### src/rtl/rvc_expander.sv
// RV64C decompressor: expands 16-bit compressed instructions to 32-bit RV64I form,
// flags illegal encodings and records the PC of the first illegal encoding seen.
module rvc_expander (
  input  logic        clock,
  input  logic        reset,
  input  logic [63:0] pc_i,
  input  logic [31:0] inst_i,
  output logic [31:0] inst_o,
  output logic        is_compressed_o,
  output logic        illegal_o,
  output logic        illegal_seen_o,
  output logic [63:0] illegal_pc_o
);

  localparam logic [6:0] OPC_LOAD     = 7'b0000011;
  localparam logic [6:0] OPC_OP_IMM   = 7'b0010011;
  localparam logic [6:0] OPC_OP_IMM32 = 7'b0011011;
  localparam logic [6:0] OPC_STORE    = 7'b0100011;
  localparam logic [6:0] OPC_OP       = 7'b0110011;
  localparam logic [6:0] OPC_LUI      = 7'b0110111;
  localparam logic [6:0] OPC_OP32     = 7'b0111011;
  localparam logic [6:0] OPC_BRANCH   = 7'b1100011;
  localparam logic [6:0] OPC_JALR     = 7'b1100111;
  localparam logic [6:0] OPC_JAL      = 7'b1101111;
  localparam logic [31:0] EBREAK      = 32'h00100073;
  localparam logic [6:0] F7_ZERO      = 7'b0000000;
  localparam logic [6:0] F7_ALT       = 7'b0100000;

  function automatic logic [31:0] enc_i(input logic [11:0] imm, input logic [4:0] rs1,
                                        input logic [2:0] f3, input logic [4:0] rd,
                                        input logic [6:0] opc);
    return {imm, rs1, f3, rd, opc};
  endfunction

  function automatic logic [31:0] enc_s(input logic [11:0] imm, input logic [4:0] rs2,
                                        input logic [4:0] rs1, input logic [2:0] f3);
    return {imm[11:5], rs2, rs1, f3, imm[4:0], OPC_STORE};
  endfunction

  function automatic logic [31:0] enc_r(input logic [6:0] f7, input logic [4:0] rs2,
                                        input logic [4:0] rs1, input logic [2:0] f3,
                                        input logic [4:0] rd, input logic [6:0] opc);
    return {f7, rs2, rs1, f3, rd, opc};
  endfunction

  // Branch offset passed as imm[12:1]; bit 0 is always zero.
  function automatic logic [31:0] enc_b(input logic [12:1] imm, input logic [4:0] rs1,
                                        input logic [2:0] f3);
    return {imm[12], imm[10:5], 5'd0, rs1, f3, imm[4:1], imm[11], OPC_BRANCH};
  endfunction

  // Jump offset passed as imm[20:1].
  function automatic logic [31:0] enc_j(input logic [20:1] imm, input logic [4:0] rd);
    return {imm[20], imm[10:1], imm[11], imm[19:12], rd, OPC_JAL};
  endfunction

  logic [15:0] c;
  logic [4:0]  rd, rs2, rdp, rs1p;
  logic [11:0] imm6;
  logic [5:0]  shamt;
  logic [9:0]  addi4spn_imm;
  logic [6:0]  lw_off;
  logic [7:0]  ld_off;
  logic [9:0]  a16_imm;
  logic [11:0] j_imm;
  logic [8:0]  b_imm;
  logic [7:0]  lwsp_off;
  logic [8:0]  ldsp_off;
  logic [7:0]  swsp_off;
  logic [8:0]  sdsp_off;
  logic [31:0] expanded;
  logic        ill;

  assign c            = inst_i[15:0];
  assign rd           = c[11:7];
  assign rs2          = c[6:2];
  assign rdp          = {2'b01, c[4:2]};
  assign rs1p         = {2'b01, c[9:7]};
  assign imm6         = {{6{c[12]}}, c[12], c[6:2]};
  assign shamt        = {c[12], c[6:2]};
  assign addi4spn_imm = {c[10:7], c[12:11], c[5], c[6], 2'b00};
  assign lw_off       = {c[5], c[12:10], c[6], 2'b00};
  assign ld_off       = {c[6:5], c[12:10], 3'b000};
  assign a16_imm      = {c[12], c[4:3], c[5], c[2], c[6], 4'b0000};
  assign j_imm        = {c[12], c[8], c[10:9], c[6], c[7], c[2], c[11], c[5:3], 1'b0};
  assign b_imm        = {c[12], c[6:5], c[2], c[11:10], c[4:3], 1'b0};
  assign lwsp_off     = {c[3:2], c[12], c[6:4], 2'b00};
  assign ldsp_off     = {c[4:2], c[12], c[6:5], 3'b000};
  assign swsp_off     = {c[8:7], c[12:9], 2'b00};
  assign sdsp_off     = {c[9:7], c[12:10], 3'b000};

  always_comb begin
    expanded = '0;
    ill      = 1'b0;
    case (c[1:0])
      2'b00: begin
        case (c[15:13])
          3'b000: begin
            if (addi4spn_imm == 10'd0) ill = 1'b1;
            else expanded = enc_i({2'b00, addi4spn_imm}, 5'd2, 3'b000, rdp, OPC_OP_IMM);
          end
          3'b010:  expanded = enc_i({5'd0, lw_off}, rs1p, 3'b010, rdp, OPC_LOAD);
          3'b011:  expanded = enc_i({4'd0, ld_off}, rs1p, 3'b011, rdp, OPC_LOAD);
          3'b110:  expanded = enc_s({5'd0, lw_off}, rdp, rs1p, 3'b010);
          3'b111:  expanded = enc_s({4'd0, ld_off}, rdp, rs1p, 3'b011);
          default: ill = 1'b1;
        endcase
      end
      2'b01: begin
        case (c[15:13])
          3'b000: expanded = enc_i(imm6, rd, 3'b000, rd, OPC_OP_IMM);
          3'b001: begin
            if (rd == 5'd0) ill = 1'b1;
            else expanded = enc_i(imm6, rd, 3'b000, rd, OPC_OP_IMM32);
          end
          3'b010: expanded = enc_i(imm6, 5'd0, 3'b000, rd, OPC_OP_IMM);
          3'b011: begin
            if (rd == 5'd2) begin
              if (a16_imm == 10'd0) ill = 1'b1;
              else expanded = enc_i({{2{a16_imm[9]}}, a16_imm}, 5'd2, 3'b000, 5'd2, OPC_OP_IMM);
            end else begin
              if (shamt == 6'd0) ill = 1'b1;
              else expanded = {{14{c[12]}}, shamt, rd, OPC_LUI};
            end
          end
          3'b100: begin
            case (c[11:10])
              2'b00: expanded = enc_i({6'b000000, shamt}, rs1p, 3'b101, rs1p, OPC_OP_IMM);
              2'b01: expanded = enc_i({6'b010000, shamt}, rs1p, 3'b101, rs1p, OPC_OP_IMM);
              2'b10: expanded = enc_i(imm6, rs1p, 3'b111, rs1p, OPC_OP_IMM);
              default: begin
                if (!c[12]) begin
                  case (c[6:5])
                    2'b00:   expanded = enc_r(F7_ALT, rdp, rs1p, 3'b000, rs1p, OPC_OP);
                    2'b01:   expanded = enc_r(F7_ZERO, rdp, rs1p, 3'b100, rs1p, OPC_OP);
                    2'b10:   expanded = enc_r(F7_ZERO, rdp, rs1p, 3'b110, rs1p, OPC_OP);
                    default: expanded = enc_r(F7_ZERO, rdp, rs1p, 3'b111, rs1p, OPC_OP);
                  endcase
                end else begin
                  case (c[6:5])
                    2'b00:   expanded = enc_r(F7_ALT, rdp, rs1p, 3'b000, rs1p, OPC_OP32);
                    2'b01:   expanded = enc_r(F7_ZERO, rdp, rs1p, 3'b000, rs1p, OPC_OP32);
                    default: ill = 1'b1;
                  endcase
                end
              end
            endcase
          end
          3'b101:  expanded = enc_j({{9{c[12]}}, j_imm[11:1]}, 5'd0);
          3'b110:  expanded = enc_b({{4{c[12]}}, b_imm[8:1]}, rs1p, 3'b000);
          default: expanded = enc_b({{4{c[12]}}, b_imm[8:1]}, rs1p, 3'b001);
        endcase
      end
      2'b10: begin
        case (c[15:13])
          3'b000: expanded = enc_i({6'b000000, shamt}, rd, 3'b001, rd, OPC_OP_IMM);
          3'b010: begin
            if (rd == 5'd0) ill = 1'b1;
            else expanded = enc_i({4'd0, lwsp_off}, 5'd2, 3'b010, rd, OPC_LOAD);
          end
          3'b011: begin
            if (rd == 5'd0) ill = 1'b1;
            else expanded = enc_i({3'd0, ldsp_off}, 5'd2, 3'b011, rd, OPC_LOAD);
          end
          3'b100: begin
            if (!c[12]) begin
              if (rs2 != 5'd0) expanded = enc_r(F7_ZERO, rs2, 5'd0, 3'b000, rd, OPC_OP);
              else if (rd == 5'd0) ill = 1'b1;
              else expanded = enc_i(12'd0, rd, 3'b000, 5'd0, OPC_JALR);
            end else begin
              if (rs2 != 5'd0) expanded = enc_r(F7_ZERO, rs2, rd, 3'b000, rd, OPC_OP);
              else if (rd == 5'd0) expanded = EBREAK;
              else expanded = enc_i(12'd0, rd, 3'b000, 5'd1, OPC_JALR);
            end
          end
          3'b110:  expanded = enc_s({4'd0, swsp_off}, rs2, 5'd2, 3'b010);
          3'b111:  expanded = enc_s({3'd0, sdsp_off}, rs2, 5'd2, 3'b011);
          default: ill = 1'b1;
        endcase
      end
      default: expanded = inst_i;
    endcase
    // Illegal encodings become an all-zero word the main decoder rejects.
    if (ill) expanded = '0;
  end

  assign inst_o          = expanded;
  assign illegal_o       = ill;
  assign is_compressed_o = (inst_i[1:0] != 2'b11);

  // First-illegal diagnostic capture; holds until reset.
  always_ff @(posedge clock or posedge reset) begin
    if (reset) begin
      illegal_seen_o <= 1'b0;
      illegal_pc_o   <= '0;
    end else if (illegal_o && !illegal_seen_o) begin
      illegal_seen_o <= 1'b1;
      illegal_pc_o   <= pc_i;
    end
  end

endmodule

### config.mk
export PLATFORM = sky130hd
export DESIGN_NAME = rvc_expander
export DESIGN_NICKNAME = d
export VERILOG_FILES = /design/src/rtl/rvc_expander.sv
export SDC_FILE = /design/constraint.sdc
export NUM_CORES = 1
export LEC_CHECK = 0
export BUFFER_PORTS_ARGS = -buffer_cell sky130_fd_sc_hd__buf_2
export CAP_MARGIN = 20
export CORE_ASPECT_RATIO = 0.5
export CORE_UTILIZATION = 28
export DETAILED_ROUTE_END_ITERATION = 8
export SLEW_MARGIN = 20
export SYNTH_ARGS = -nofsm -noshare
export SYNTH_HDL_FRONTEND = slang
export SYNTH_SLANG_ARGS = --single-unit
export TNS_END_PERCENT = 50
### constraint.sdc
create_clock -name clock -period 2.6 [get_ports clock]
set_input_delay 0.52 -clock clock [delete_from_list [all_inputs] [get_ports clock]]
set_output_delay 0.52 -clock clock [all_outputs]
set_load 0.1 [all_outputs]
* After elaboration in Yosys (flattened, before gate mapping)
Cells that the tools add are included.
** Word-level totals
- Register bits :: 65
- Input bits :: 98
- Word-level logic and storage cells :: 68
** Cells by class
- Equality and inequality tests :: 15
- Muxes and demuxes :: 35
- Reductions and logical operators :: 16
** Operators with widths (number)
- 32-bit two-way mux :: 7
- 32-bit one-hot mux with 7 select lines :: 1
- 32-bit one-hot mux with 3 select lines :: 2
- 32-bit one-hot mux with 6 select lines :: 1
- 30-bit one-hot mux with 5 select lines :: 1
- 31-bit one-hot mux with 3 select lines :: 1
- 31-bit one-hot mux with 2 select lines :: 1
- 25-bit two-way mux :: 2
- 30-bit two-way mux :: 1
- 29-bit two-way mux :: 1
- 28-bit two-way mux :: 1
- 21-bit two-way mux :: 1
- 10-bit logical NOT :: 2
- 20-bit two-way mux :: 1
- 3-bit == test (second input constant) :: 4
- 1-bit two-way mux :: 10
- 1-bit one-hot mux with 3 select lines :: 3
- 2-bit by 1-bit == test with 1-bit output (second input constant) :: 3
- 2-bit == test (second input constant) :: 3
- 3-bit by 2-bit == test with 1-bit output (second input constant) :: 2
- 2-bit logical NOT :: 3
- 6-bit logical NOT :: 1
- 3-bit OR reduction :: 2
- 5-bit by 2-bit == test with 1-bit output (second input constant) :: 1
- 10 further kinds :: 11

* Logic depth before layout (Yosys ltp)
- Depth after elaboration :: 8
- Depth in mapped cells :: 8
- Depth with buffers taken out :: 5

* Worst setup path before layout
No wires, ideal clock.
- Kind :: input port to output port
- Start :: input inst_i[13]
- End :: output inst_o[3]
- Arrival time :: 4498 ps
- Data required time :: 2080 ps
- Setup slack :: -2418 ps
- Stages on the path :: 5
- Path buffers :: 3
- Cells stage by stage :: clkbuf_1 > clkbuf_1 > clkbuf_1 > a31oi_1 > o41ai_1
** On the way
- Cells in the longest elaborated chain, start to end :: 5
- Elaborated cells between the ends (all ways) :: 20
- Classes of those cells :: eq/ne: 7; mux: 9; reduce/logical: 4
** RTL lines
- start: declaration :: RTL line 7 : input logic [31:0] inst_i,
- 3-bit == test (tied with other cells) :: RTL line 97, 155
- 3-bit OR reduction (no source line) (tied with other cells)
- 1-bit one-hot mux with 3 select lines or 1-bit one-hot mux with 2 select lines (tied branches) :: RTL line 155, 97
- 1-bit one-hot mux with 3 select lines :: RTL line 95 : case (c[1:0])
- 32-bit two-way mux (*) :: RTL line 184 : if (ill) expanded = '0;
- end: declaration :: RTL line 8 : output logic [31:0] inst_o,
Every way passes the cells marked *; elsewhere a longest branch is shown, timed or not.

* Worst setup path in the final report
- Start :: input inst_i[11]
- End :: output inst_o[7]
** On the way
- Cells in the longest elaborated chain, start to end :: 7
- Elaborated cells between the ends (all ways) :: 31
- Classes of those cells :: eq/ne: 3; mux: 24; reduce/logical: 4
** RTL lines
- 5-bit logical NOT
- 21-bit two-way mux or 1-bit two-way mux (tied branches)
- 25-bit two-way mux or 1-bit two-way mux (tied branches) :: RTL line 171, 167
- 32-bit two-way mux or 1-bit two-way mux (tied branches) :: RTL line 166 : if (!c[12]) begin
- 32-bit one-hot mux with 6 select lines or 1-bit one-hot mux with 3 select lines (tied branches) :: RTL line 155 : case (c[15:13])
- 32-bit one-hot mux with 3 select lines or 1-bit one-hot mux with 3 select lines (tied branches) :: RTL line 95
- 32-bit two-way mux (*) :: RTL line 184
Marks and branches as above.

==> results.ini <==
[floorplan]
rows=32
initial_utilization_pct=28.9
fp.dieH_um=91.4
dieWidth_um=181
dieArea_um2=16500
core_area_um2=15500
io_pins=197

[worst_setup_path]
crit_required_ns=2.08
crit_path_end_kind=primary output
crit_arrival_ns=2.31
critPathLaunchType=input port
critPathMaxStageDelay_ns=0.63
critical_path_class=input port to primary output
cpMaxStageDelayCell=or4_4
path_cells=buf_8 > or4_4 > nor2_4 > a31oi_2 > o211ai_1 > a41oi_4 > buf_12
crit_fanout=8

[global_routing]
grt_pass1_wl_um=32400
grt_usage_pct=25.6
gr-total-overflow=0
grt_pass1_vias=5557
grt_max_degree=52
antenna_found_initial=0

[cts]
cts_buffer_depth=2
cts_buffers=9
cts_tree=done
clock-root-buffer=clkbuf_16
clk_pin_slew_ns=0.05
cts_sinks=65
postCtsHoldBufs=0
insertion_delay_ns=0.32
htree_levels=3

[finish]
drive_gt1_share_pct=61.2
syn_to_final_growth_pct=98.5
mostFrequentLayoutCells=buf_4 (155), buf_2 (151), dfrtp_1 (65), mux2_1 (58), buf_12 (43)
fin_area_um2=8890
antenna_cells=0
final_nets=950
layout_commonest_cell=buf_4
num-fill-cells=1383
utilization_pct=57.4

[route]
drtAntennaViolNets=0
drc_errors=0
vias=5635
drtIter0Drc=383
via_per_inst=5.32
drtPass1Iterations=5
drt-total-wl_um=22000
wl_per_cell_um=20.8

[synth]
syn_area_per_cell_um2=8.90
yosys_warnings=0
ys_ff_latch=65
synth_edf_count=0
synth_area_um2=4480
synthDistinctLibCells=66
ys_async_sr_fraction_pct=100
seq_area_frac_synth_pct=36.3
synth_nets=601
synth_ff_type=dfrtp_1
synthCells=503

[power]
power_frac_clock_pct=17.3
leakagePower_uw=0.00402
internal-power_uw=3030
p_seq_share_pct=21.0
power_density_nw_per_um2=772
power_frac_comb_pct=61.7
swShare_pct=55.9
ir_worst_vdd_mv=0.929
power_switching_uw=3840

[hold_path]
worstHoldPathType=input port to async pin

[placement]
io_buffer_count=196
place_area_um2=7690
place.gp.congestion=0.993
dp_hpwl_um=16900

[run_status]
outcome=finished, violations left
violations=setup timing

[timing]
min_period_over_period_pct=109
tightest_slew_ns=0.565
maxSlewHeadroom_pct=62.3
setup_viol=49
skew_ns=0.00471
period_minus_slack_ns=2.83
fmax_mhz=354
fin_ws_ns=-0.226
rsz0062_at_grt=yes
slew_viol_final=0
hold_viol=0

[job]
cap_violations=0

## cell families after synthesis
logic type             share of synthesized area (%)
multiplexers                                    16.3
flip-flops                                      36.3
buffers and inverters                           5.64
AO/OA/AOI/OAI                                   25.4
AND/OR/NAND/NOR                                 16.1
XOR/XNOR                                       0.196
## flip-flops by register name, indices dropped and copies added (netlist names)
| signal | cells |
|---|---|
| illegal_pc_o | 64 |
| illegal_seen_o | 1 |
## final timing paths
kind	start	slack [ns]	depth (start not counted)	endpoint
min in group clock	pc_i[4]	0.41	2	illegal_pc_o[4]$_DFFE_PP0P_
max in group asynchronous	reset	1.67	3	illegal_pc_o[43]$_DFFE_PP0P_
worst min-delay path	reset	0.25	2	illegal_pc_o[24]$_DFFE_PP0P_
worst max register to register	illegal_seen_o$_DFFE_PP0P_	1.14	4	illegal_pc_o[54]$_DFFE_PP0P_
worst min register to register	illegal_pc_o[47]$_DFFE_PP0P_	0.48	1	illegal_pc_o[47]$_DFFE_PP0P_
worst max-delay path	inst_i[11]	-0.23	7	inst_o[7]
## cells in the mapped netlist (all sizes together) (4+ instances only)
library cell,count,area share (%)
a21oi,25,2.8
a22oi,6,1.0
a31oi,16,2.2
a41oi,4,1.2
and2,6,0.84
buf,8,1.7
clkbuf,37,3.1
dfrtp,65,36
inv,9,0.75
mux2,64,16
nand2,42,3.5
nand2b,5,0.70
nand3,11,1.2
nand4,8,1.1
nor2,39,3.3
nor2b,7,0.98
nor3,8,0.89
o211ai,8,1.3
o21a,6,1.0
o21ai,54,6.0
o221ai,5,0.98
o31ai,5,0.84
or2,4,0.56
or4,4,0.67
## stage by stage
| step | power (uW) | hold WS, ns | setup WS, ns | TNS, ns | cells |
|---|---|---|---|---|---|
| finish | 6860 | 0.251 | -0.226 | -3.78 | 1060 |
| global route | 7080 | 0.312 | -0.270 | -5.96 | 1060 |
| CTS | 6820 | 0.263 | -0.250 | -3.82 | 1042 |
| detailed placement | 5550 | 0.469 | -0.402 | -25.39 | 1016 |
| global placement | 5520 | 0.462 | -0.369 | -22.90 | 1016 |
| floorplan | 4560 | 0.655 | -0.607 | -4.30 | 503 |
## layer usage
layer	GRT usage, %	part of all wire (%)	vias up
met2	40.6	46	269
met4	6.55	1.3	0
met5	0	0	-
met3	6.14	8.7	24
li1	-	-	2599
met1	34.7	44	2743
## worst max-delay path: cells and delay by family
| kind | cells | cell delay [ns] |
|---|---|---|
| compound gates | 3 | 0.58 |
| buf+inv | 2 | 0.30 |
| simple gates | 2 | 0.89 |
## layout make-up
cell class | count | area (um^2) | share of cell area, %
timing repair buffer | 382 | 3210 | 36.1
inverter | 10 | 48.8 | 0.549
multi-input combinational | 384 | 3460 | 38.9
tap | 204 | 255 | 2.87
clock inverter | 3 | 40.0 | 0.450
sequential | 65 | 1630 | 18.3
clock buffer | 12 | 256 | 2.88
## power groups by stage
| stage | clock network (uW) | registers (uW) | logic [uW] |
|---|---|---|---|
| 2_1_floorplan | 0 | 3620 | 937 |
| 3_3_place_gp | 0 | 1440 | 4080 |
| 3_5_place_dp | 0 | 1450 | 4090 |
| 4_1_cts | 1210 | 1440 | 4160 |
| 5_1_grt | 1260 | 1480 | 4340 |
| 6_report | 1190 | 1440 | 4230 |
## what timing repair did
item                                    CTS  global route
resized for setup                        61            86
cloned                                    0             4
pin swaps                                40            45
endpoints found under the setup margin   32            83
setup buffers                            11            17
Power figures use the tool's default switching activity.
